<file path="src/rtl/timer_pkg.sv">
// Shared register map and control-register bit positions for the timer array.
package timer_pkg;

    localparam logic [1:0] REG_TL  = 2'd0;
    localparam logic [1:0] REG_TH  = 2'd1;
    localparam logic [1:0] REG_CON = 2'd2;
    localparam logic [1:0] REG_PSC = 2'd3;

    localparam int CON_EN      = 0;
    localparam int CON_IE      = 1;
    localparam int CON_STAT    = 2;
    localparam int CON_ONESHOT = 3;
    localparam int CON_W       = 4;

endpackage

</file>
<file path="src/rtl/timer_channel.sv">
// One timer channel: reload/count/control/prescale registers, prescaler and
// auto-reload counter with sticky overflow status.
module timer_channel
    import timer_pkg::*;
#(
    parameter int WIDTH = 32,
    parameter int PSC_W = 8
) (
    input  logic               clk,
    input  logic               rst_n,
    input  logic               i_wr_tl,
    input  logic               i_wr_th,
    input  logic               i_wr_con,
    input  logic               i_wr_psc,
    input  logic [WIDTH-1:0]   i_wdata,
    output logic [WIDTH-1:0]   o_tl,
    output logic [WIDTH-1:0]   o_th,
    output logic [CON_W-1:0]   o_con,
    output logic [PSC_W-1:0]   o_psc,
    output logic               o_ovf
);

    logic [WIDTH-1:0] r_tl;
    logic [WIDTH-1:0] r_th;
    logic [PSC_W-1:0] r_psc;
    logic [PSC_W-1:0] r_pc;
    logic             r_en;
    logic             r_ie;
    logic             r_stat;
    logic             r_oneshot;
    logic             r_ovf;

    logic w_tick;
    logic w_ovf;

    assign w_tick = r_en && (r_pc == r_psc);
    // A TH write on the same edge discards the tick, so no overflow either.
    assign w_ovf  = w_tick && (&r_th) && !i_wr_th;

    always_ff @(posedge clk or negedge rst_n) begin
        if (!rst_n) begin
            r_tl      <= '0;
            r_th      <= '0;
            r_psc     <= '0;
            r_pc      <= '0;
            r_en      <= 1'b0;
            r_ie      <= 1'b0;
            r_stat    <= 1'b0;
            r_oneshot <= 1'b0;
            r_ovf     <= 1'b0;
        end else begin
            r_ovf <= w_ovf;

            if (i_wr_tl)
                r_tl <= i_wdata;

            if (i_wr_psc)
                r_psc <= i_wdata[PSC_W-1:0];

            if (i_wr_psc || !r_en || w_tick)
                r_pc <= '0;
            else
                r_pc <= r_pc + 1'b1;

            // Reload reads r_tl before this edge's TL write lands.
            if (i_wr_th)
                r_th <= i_wdata;
            else if (w_tick)
                r_th <= (&r_th) ? r_tl : r_th + 1'b1;

            if (i_wr_con) begin
                r_en      <= i_wdata[CON_EN];
                r_ie      <= i_wdata[CON_IE];
                r_oneshot <= i_wdata[CON_ONESHOT];
            end else if (w_ovf && r_oneshot) begin
                r_en <= 1'b0;
            end

            // Overflow set takes priority over write-1-to-clear.
            if (w_ovf)
                r_stat <= 1'b1;
            else if (i_wr_con && i_wdata[CON_STAT])
                r_stat <= 1'b0;
        end
    end

    assign o_tl  = r_tl;
    assign o_th  = r_th;
    assign o_psc = r_psc;
    assign o_ovf = r_ovf;

    always_comb begin
        o_con              = '0;
        o_con[CON_EN]      = r_en;
        o_con[CON_IE]      = r_ie;
        o_con[CON_STAT]    = r_stat;
        o_con[CON_ONESHOT] = r_oneshot;
    end

endmodule

</file>
<file path="src/rtl/timer_array.sv">
// Multi-channel timer: address decode, combinational read mux and registered
// interrupt OR over all channels.
module timer_array
    import timer_pkg::*;
#(
    parameter int WIDTH  = 32,
    parameter int N_CH   = 2,
    parameter int PSC_W  = 8,
    parameter int ADDR_W = $clog2(N_CH) + 2
) (
    input  logic              clk,
    input  logic              rst_n,
    input  logic              wr_en,
    input  logic [ADDR_W-1:0] addr,
    input  logic [WIDTH-1:0]  wdata,
    output logic [WIDTH-1:0]  rdata,
    output logic              irq,
    output logic [N_CH-1:0]   ovf
);

    localparam int CH_W = (ADDR_W > 2) ? ADDR_W - 2 : 1;

    logic [CH_W-1:0]  w_ch;
    logic [1:0]       w_reg;
    logic [WIDTH-1:0] w_tl  [N_CH];
    logic [WIDTH-1:0] w_th  [N_CH];
    logic [CON_W-1:0] w_con [N_CH];
    logic [PSC_W-1:0] w_psc [N_CH];
    logic [N_CH-1:0]  w_sel;
    logic [N_CH-1:0]  w_irq_vec;
    logic             r_irq;

    assign w_ch  = CH_W'(addr >> 2);
    assign w_reg = addr[1:0];

    generate
        for (genvar gi = 0; gi < N_CH; gi++) begin : g_ch
            assign w_sel[gi]     = wr_en && (w_ch == CH_W'(gi));
            assign w_irq_vec[gi] = w_con[gi][CON_STAT] & w_con[gi][CON_IE];

            timer_channel #(
                .WIDTH (WIDTH),
                .PSC_W (PSC_W)
            ) u_ch (
                .clk      (clk),
                .rst_n    (rst_n),
                .i_wr_tl  (w_sel[gi] && (w_reg == REG_TL)),
                .i_wr_th  (w_sel[gi] && (w_reg == REG_TH)),
                .i_wr_con (w_sel[gi] && (w_reg == REG_CON)),
                .i_wr_psc (w_sel[gi] && (w_reg == REG_PSC)),
                .i_wdata  (wdata),
                .o_tl     (w_tl[gi]),
                .o_th     (w_th[gi]),
                .o_con    (w_con[gi]),
                .o_psc    (w_psc[gi]),
                .o_ovf    (ovf[gi])
            );
        end
    endgenerate

    // Channel indices with no instance fall through to zero.
    always_comb begin
        rdata = '0;
        for (int i = 0; i < N_CH; i++) begin
            if (w_ch == CH_W'(i)) begin
                case (w_reg)
                    REG_TL:  rdata = w_tl[i];
                    REG_TH:  rdata = w_th[i];
                    REG_CON: rdata = WIDTH'(w_con[i]);
                    default: rdata = WIDTH'(w_psc[i]);
                endcase
            end
        end
    end

    always_ff @(posedge clk or negedge rst_n) begin
        if (!rst_n)
            r_irq <= 1'b0;
        else
            r_irq <= |w_irq_vec;
    end

    assign irq = r_irq;

endmodule

</file>
<file path="config.mk">
export PLATFORM = sky130hd
export DESIGN_NAME = timer_array
export DESIGN_NICKNAME = d
export VERILOG_FILES = /design/src/rtl/timer_pkg.sv /design/src/rtl/timer_channel.sv /design/src/rtl/timer_array.sv
export SDC_FILE = /design/constraint.sdc
export NUM_CORES = 1
export LEC_CHECK = 0
export ABC_AREA = 1
export CAP_MARGIN = 20
export CORE_MARGIN = 5
export CORE_UTILIZATION = 50
export DETAILED_ROUTE_END_ITERATION = 10
export GPL_TIMING_DRIVEN = 0
export MAX_ROUTING_LAYER = met4
export PLACE_DENSITY = 0.65
export SETUP_SLACK_MARGIN = 0.5
export SLEW_MARGIN = 10
export SYNTH_ARGS = -nofsm -noshare
export SYNTH_HDL_FRONTEND = slang
export SYNTH_SLANG_ARGS = --single-unit
export TNS_END_PERCENT = 10
</file>
<file path="constraint.sdc">
create_clock -name clk -period 3 [get_ports clk]
set_clock_uncertainty 0.2 [all_clocks]
set_input_delay 0.6 -clock clk [delete_from_list [all_inputs] [get_ports clk]]
set_output_delay 0.6 -clock clk [all_outputs]
set_load 0.005 [all_outputs]
</file>
# [Yosys cells after proc, flatten, opt, wreduce, memory -nomap -nowiden]
# Cells that the tools add are included.
[op_classes] n_reduce_logical=38 add_sub_neg=4 bitwise=3 muxes=19 n_eq_ne=5
[ops] operator="two-way mux 32 bit" count=7
[ops] operator="one-hot mux 32 bit (3 select lines)" count=2
[ops] operator="adder 32 x 1 -> 32 bit (second input constant)" count=2
[ops] operator="AND reduction 32 bit" count=2
[ops] operator="logical AND 1 bit" count=20
[ops] operator="adder 8 x 1 -> 8 bit (second input constant)" count=2
[ops] operator="equality test 8 bit" count=2
[ops] operator="two-way mux 8 bit" count=2
[ops] operator="nonzero test 2 bit" count=6
[ops] operator="two-way mux 1 bit" count=8
[ops] operator="equality test 2 bit (second input constant)" count=2
[ops] operator="zero test 1 bit" count=4
[ops] operator="logical OR 1 bit" count=4
[ops] operator="AND 1 bit" count=2
[ops] operator="equality test 2 x 1 -> 1 bit (second input constant)" count=1
[ops] operator="zero test 2 bit" count=1
[ops] operator="OR reduction 2 bit" count=1
[ops] operator="inverter 1 bit" count=1
[totals] ff_bits=171 input_bits=38 elab_cells=88 out_inout_bits=35

# [Longest topological paths before layout]
[logic_depth] depth_word=8 depth_mapped=12 mapped_depth_nobuf=11

# [By module]
# A second synthesis with hierarchy kept.
[hier_totals] cells_unflattened=1769 area_unflattened_um2=11559.8
[modules_own_cells] module="timer_channel" n_inst=2 area_per_inst_um2=5008.6 seq_area_each_um2=2127.0 cells_per_inst=722
[modules_own_cells] module="timer_array" n_inst=1 area_per_inst_um2=1542.7 seq_area_each_um2=25.0 cells_per_inst=325

# [Least setup slack after synthesis]
# Ideal clock, no wire load.
[synth_timing] path_kind="input-to-output" from="input port addr[1]" to="output port rdata[11]" arrival_ns=1.614 path_buffers=2 path_slack_ns=0.586 cell_stages=5 required_ns=2.200 path_cell_list="nor2_1 -> buf_2 -> clkbuf_1 -> nand2_1 -> a32oi_1"
[synth_between] elab_chain_cells=3 word_cells_on_any_way=6 classes_between="2 x eq/ne; 3 x mux; 1 x reduce/logical"
[synth_lines] item="start: declaration" line_no="timer_array.sv:14" source="input logic [ADDR_W-1:0] addr,"
[synth_lines] item="equality test 2 bit, or another cell as far along" line_no="timer_array.sv:66" source="case (w_reg)"
[synth_lines] item="one-hot mux 32 bit (3 select lines)" line_no="timer_array.sv:66"
[synth_lines] item="two-way mux 32 bit (*)" line_no="timer_array.sv:65" source="if (w_ch == CH_W'(i)) begin"
[synth_lines] item="end: declaration" line_no="timer_array.sv:16" source="output logic [WIDTH-1:0] rdata,"
# Every way passes the cells marked *; elsewhere a longest branch is shown, timed or not.

# [Worst setup path after layout]
[layout_timing] from="input port addr[1]" to="output port rdata[13]"
# The elaborated chain is that of the path after synthesis.

==> qor.yml <==
status: "finished clean"
finalWirelength_mm: 42.5
syn_inst: 1686
cts_tree: "built"
yosys-top-cells-area: "dfrtp_1, nand2_1, nand3_1"
timing.reg2reg.worst_path_depth: 6
yosysSeqAreaShare: 0.382
cts_made_buffers: 17
period_minus_slack_ns: 2.60
timing.rr.start: "g_ch[1].u_ch.o_psc[6]$_DFFE_PN0P_"
htreeDepth: 4
n_fill_cell: 2064
vias: 12000
r2r-end: "g_ch[1].u_ch.r_stat$_DFFE_PN0P_"
finalSetupTns_ns: 0
endpoint_kind: "output pin"
swShare: 0.396
port_buffers: 71
async_flop_share: 1.00
internal-power_mw: 5.32
critical_path.endpoint: "rdata[13]"
fmaxAchievable_mhz: 385
final_hold_viol_count: 0
netlist_area_um2: 11200
root_buffer: "clkbuf_16"
power_density_nw_per_um2: 642
synth_edf_count: 0
crit_fanout: 10
layout_setup_ws_ns: 0.403
clock_latency_ns: 0.44
cap_violations: 0
grt_pass1_wl_mm: 65.7
power.share.sequential: 0.441
p_comb_frac: 0.280
antenna_left: 0
fp-row-count: 54
drc: 0
cp.buffers_inverters: 6
path_clk_slew_ns: 0.07
slew_headroom: 0.495
fin_nets: 1837
multi_input_comb_area_um2: 6280
crit_cells: 9
grt_max_degree: 92
tightest_slew_ns: 0.753
cts.path.max_buffers: 2
rsz0062_at_grt: "yes"
grt_pass1_vias: 11100
synth_top_flop_cell: "dfrtp_1"
yosysWarnings: 0
avgSynthCellArea_um2: 6.64
ir_drop_v: 0.000390
seq_area_um2: 4280
coreArea_um2: 22000
antenna_found_initial: 0
final_common_cell: "nand2_1"
place_hpwl_mm: 31.7
p_total_mw: 8.81
p_leak_nw: 6.49
worstPathArrival_ns: 1.80
syn2layout_area_growth_pct: 22.4
crit_path_cell_trace: "buf_8 > inv_6 > nand2_8 > inv_6 > buf_12 > clkbuf_16 > nand2_1 > a32oi_2 > buf_2"
hp-class: "reg -> reg"
min_period_over_period: 0.866
place_congestion: 0.999
dr.pass1.iters: 6
clock-sinks: 171
synth_top_area_frac: 0.382
overflow: 0
setup_viol: 0
start_util: 0.510
drt_iter0_markers: 1474
vias_per_cell: 5.73
die_h_um: 160
yosys.area.top_type: "dfrtp_1"
slew_viol_final: 0
ys_seq_elements: 171
crit_family: "buffers and inverters"
slowest_delay_ns: 0.32
p_clk_frac: 0.279
p_switching_mw: 3.48
fp.dieW_um: 160
start_kind: "input pin"
grtUsageTotal: 0.340
detail_route.wl_per_cell_um: 20.4
syn_nets: 1728
die-area_um2: 25500
crit_slowest_cell: "a32oi_2"
ios: 73
layout-drive-gt1-share: 0.118
diodes: 0
crit_path_frequent_cell: "inv_6"
path_class: "in -> out"
crit_start: "addr[1]"
dp_worst_setup_slack_ns: -1.04
synth_cell_types: 41
r2r_slack_ns: 0.68
cp.required_ns: 2.20
layout_common_cells: "nand2_1, nand3_1, inv_1"
==> cells by family after synthesis <==
logic type	share of synthesized area
adder cells (fa/ha/maj)	0.00447
XOR/XNOR	0.0180
AND/OR/NAND/NOR	0.389
AO/OA/AOI/OAI	0.110
buffers and inverters	0.0962
flip-flops	0.382
==> repair_timing <==
item | CTS | global route
setup buffers | 14 | 0
gates cloned | 3 | 0
hold endpoints to repair | 3 | 0
setup endpoints to repair | 34 | 40
gates resized for setup | 241 | 31
hold buffers | 1 | 0
pin swaps | 32 | 11
==> flip-flops by register name (all words and copies together) (netlist names) <==
register / count
irq: 1
g_ch.u_ch.r_ie: 2
g_ch.u_ch.r_pc: 16
g_ch.u_ch.o_psc: 16
g_ch.u_ch.o_tl: 64
g_ch.u_ch.r_oneshot: 2
g_ch.u_ch.r_en: 2
g_ch.u_ch.o_th: 64
g_ch.u_ch.o_ovf: 2
g_ch.u_ch.r_stat: 2
==> cells in the mapped netlist, types with 9 or more instances <==
cell type / instances
nand2_1: 606
inv_1: 192
nand3_1: 190
dfrtp_1: 171
nor2_1: 121
o21ai_0: 108
a21oi_1: 49
clkbuf_1: 47
nand3b_1: 25
a221oi_1: 21
xor2_1: 14
nor2_2: 12
nand4_1: 11
nor3_1: 11
o21ai_1: 10
xnor2_1: 9
==> area by class of cell <==
type / instances / share of cell area
Tap cell: 280 / 0.0255
Inverter: 201 / 0.0563
Timing Repair Buffer: 90 / 0.0636
Clock buffer: 18 / 0.0313
Sequential cell: 171 / 0.312
Multi-Input combinational cell: 1247 / 0.458
Buffer: 67 / 0.0381
Clock inverter: 13 / 0.0148
==> through the flow <==
stage	utilization	instance area, um^2	hold slack, ns	instances
floorplan	-	11200	0.104	1686
global placement	0.558	12300	0.266	2037
detailed placement	0.560	12300	0.275	2038
CTS	0.622	13700	0.293	2087
global route	0.624	13700	0.333	2087
finish	0.624	13700	0.302	2087
==> worst reg2reg max path, cell delays in order (launching register included) <==
cell,delay (ns)
dfrtp_1,0.46
xnor2_1,0.22
nand3_1,0.14
nor3_2,0.65
buf_4,0.35
nand2_1,0.16
nand2_1,0.09
==> metal layers <==
metal | global-route usage | vias to the layer above | wire [um]
met5 | - | - | 0
met3 | 0.0500 | 80 | 3990
met2 | 0.494 | 622 | 18600
met1 | 0.493 | 5618 | 18700
li1 | - | 5636 | -
met4 | 0.101 | 0 | 1190
==> worst min path at each step <==
stage,end,slack (ns),depth (start not counted),from
finish,g_ch[0].u_ch.o_tl[1]$_DFFE_PN0P_,0.30,2,g_ch[0].u_ch.o_tl[1]$_DFFE_PN0P_
global route,g_ch[0].u_ch.o_tl[2]$_DFFE_PN0P_,0.33,2,g_ch[0].u_ch.o_tl[2]$_DFFE_PN0P_
CTS,g_ch[0].u_ch.o_tl[1]$_DFFE_PN0P_,0.29,2,g_ch[0].u_ch.o_tl[1]$_DFFE_PN0P_
detailed placement,g_ch[1].u_ch.o_tl[3]$_DFFE_PN0P_,0.27,2,g_ch[1].u_ch.o_tl[3]$_DFFE_PN0P_
global placement,g_ch[1].u_ch.o_tl[4]$_DFFE_PN0P_,0.27,2,g_ch[1].u_ch.o_tl[4]$_DFFE_PN0P_
floorplan,g_ch[0].u_ch.o_ovf$_DFF_PN0_,0.10,0,rst_n
==> power groups by stage <==
stage	clock (mW)	combinational [mW]	sequential [mW]
6_report	2.46	2.46	3.88
5_1_grt	2.56	2.79	3.96
4_1_cts	2.47	2.41	3.81
3_5_place_dp	0	2.29	3.79
3_3_place_gp	0	2.25	3.78
2_1_floorplan	0	1.63	3.43
No activity file was read; power rests on OpenSTA's default activity.
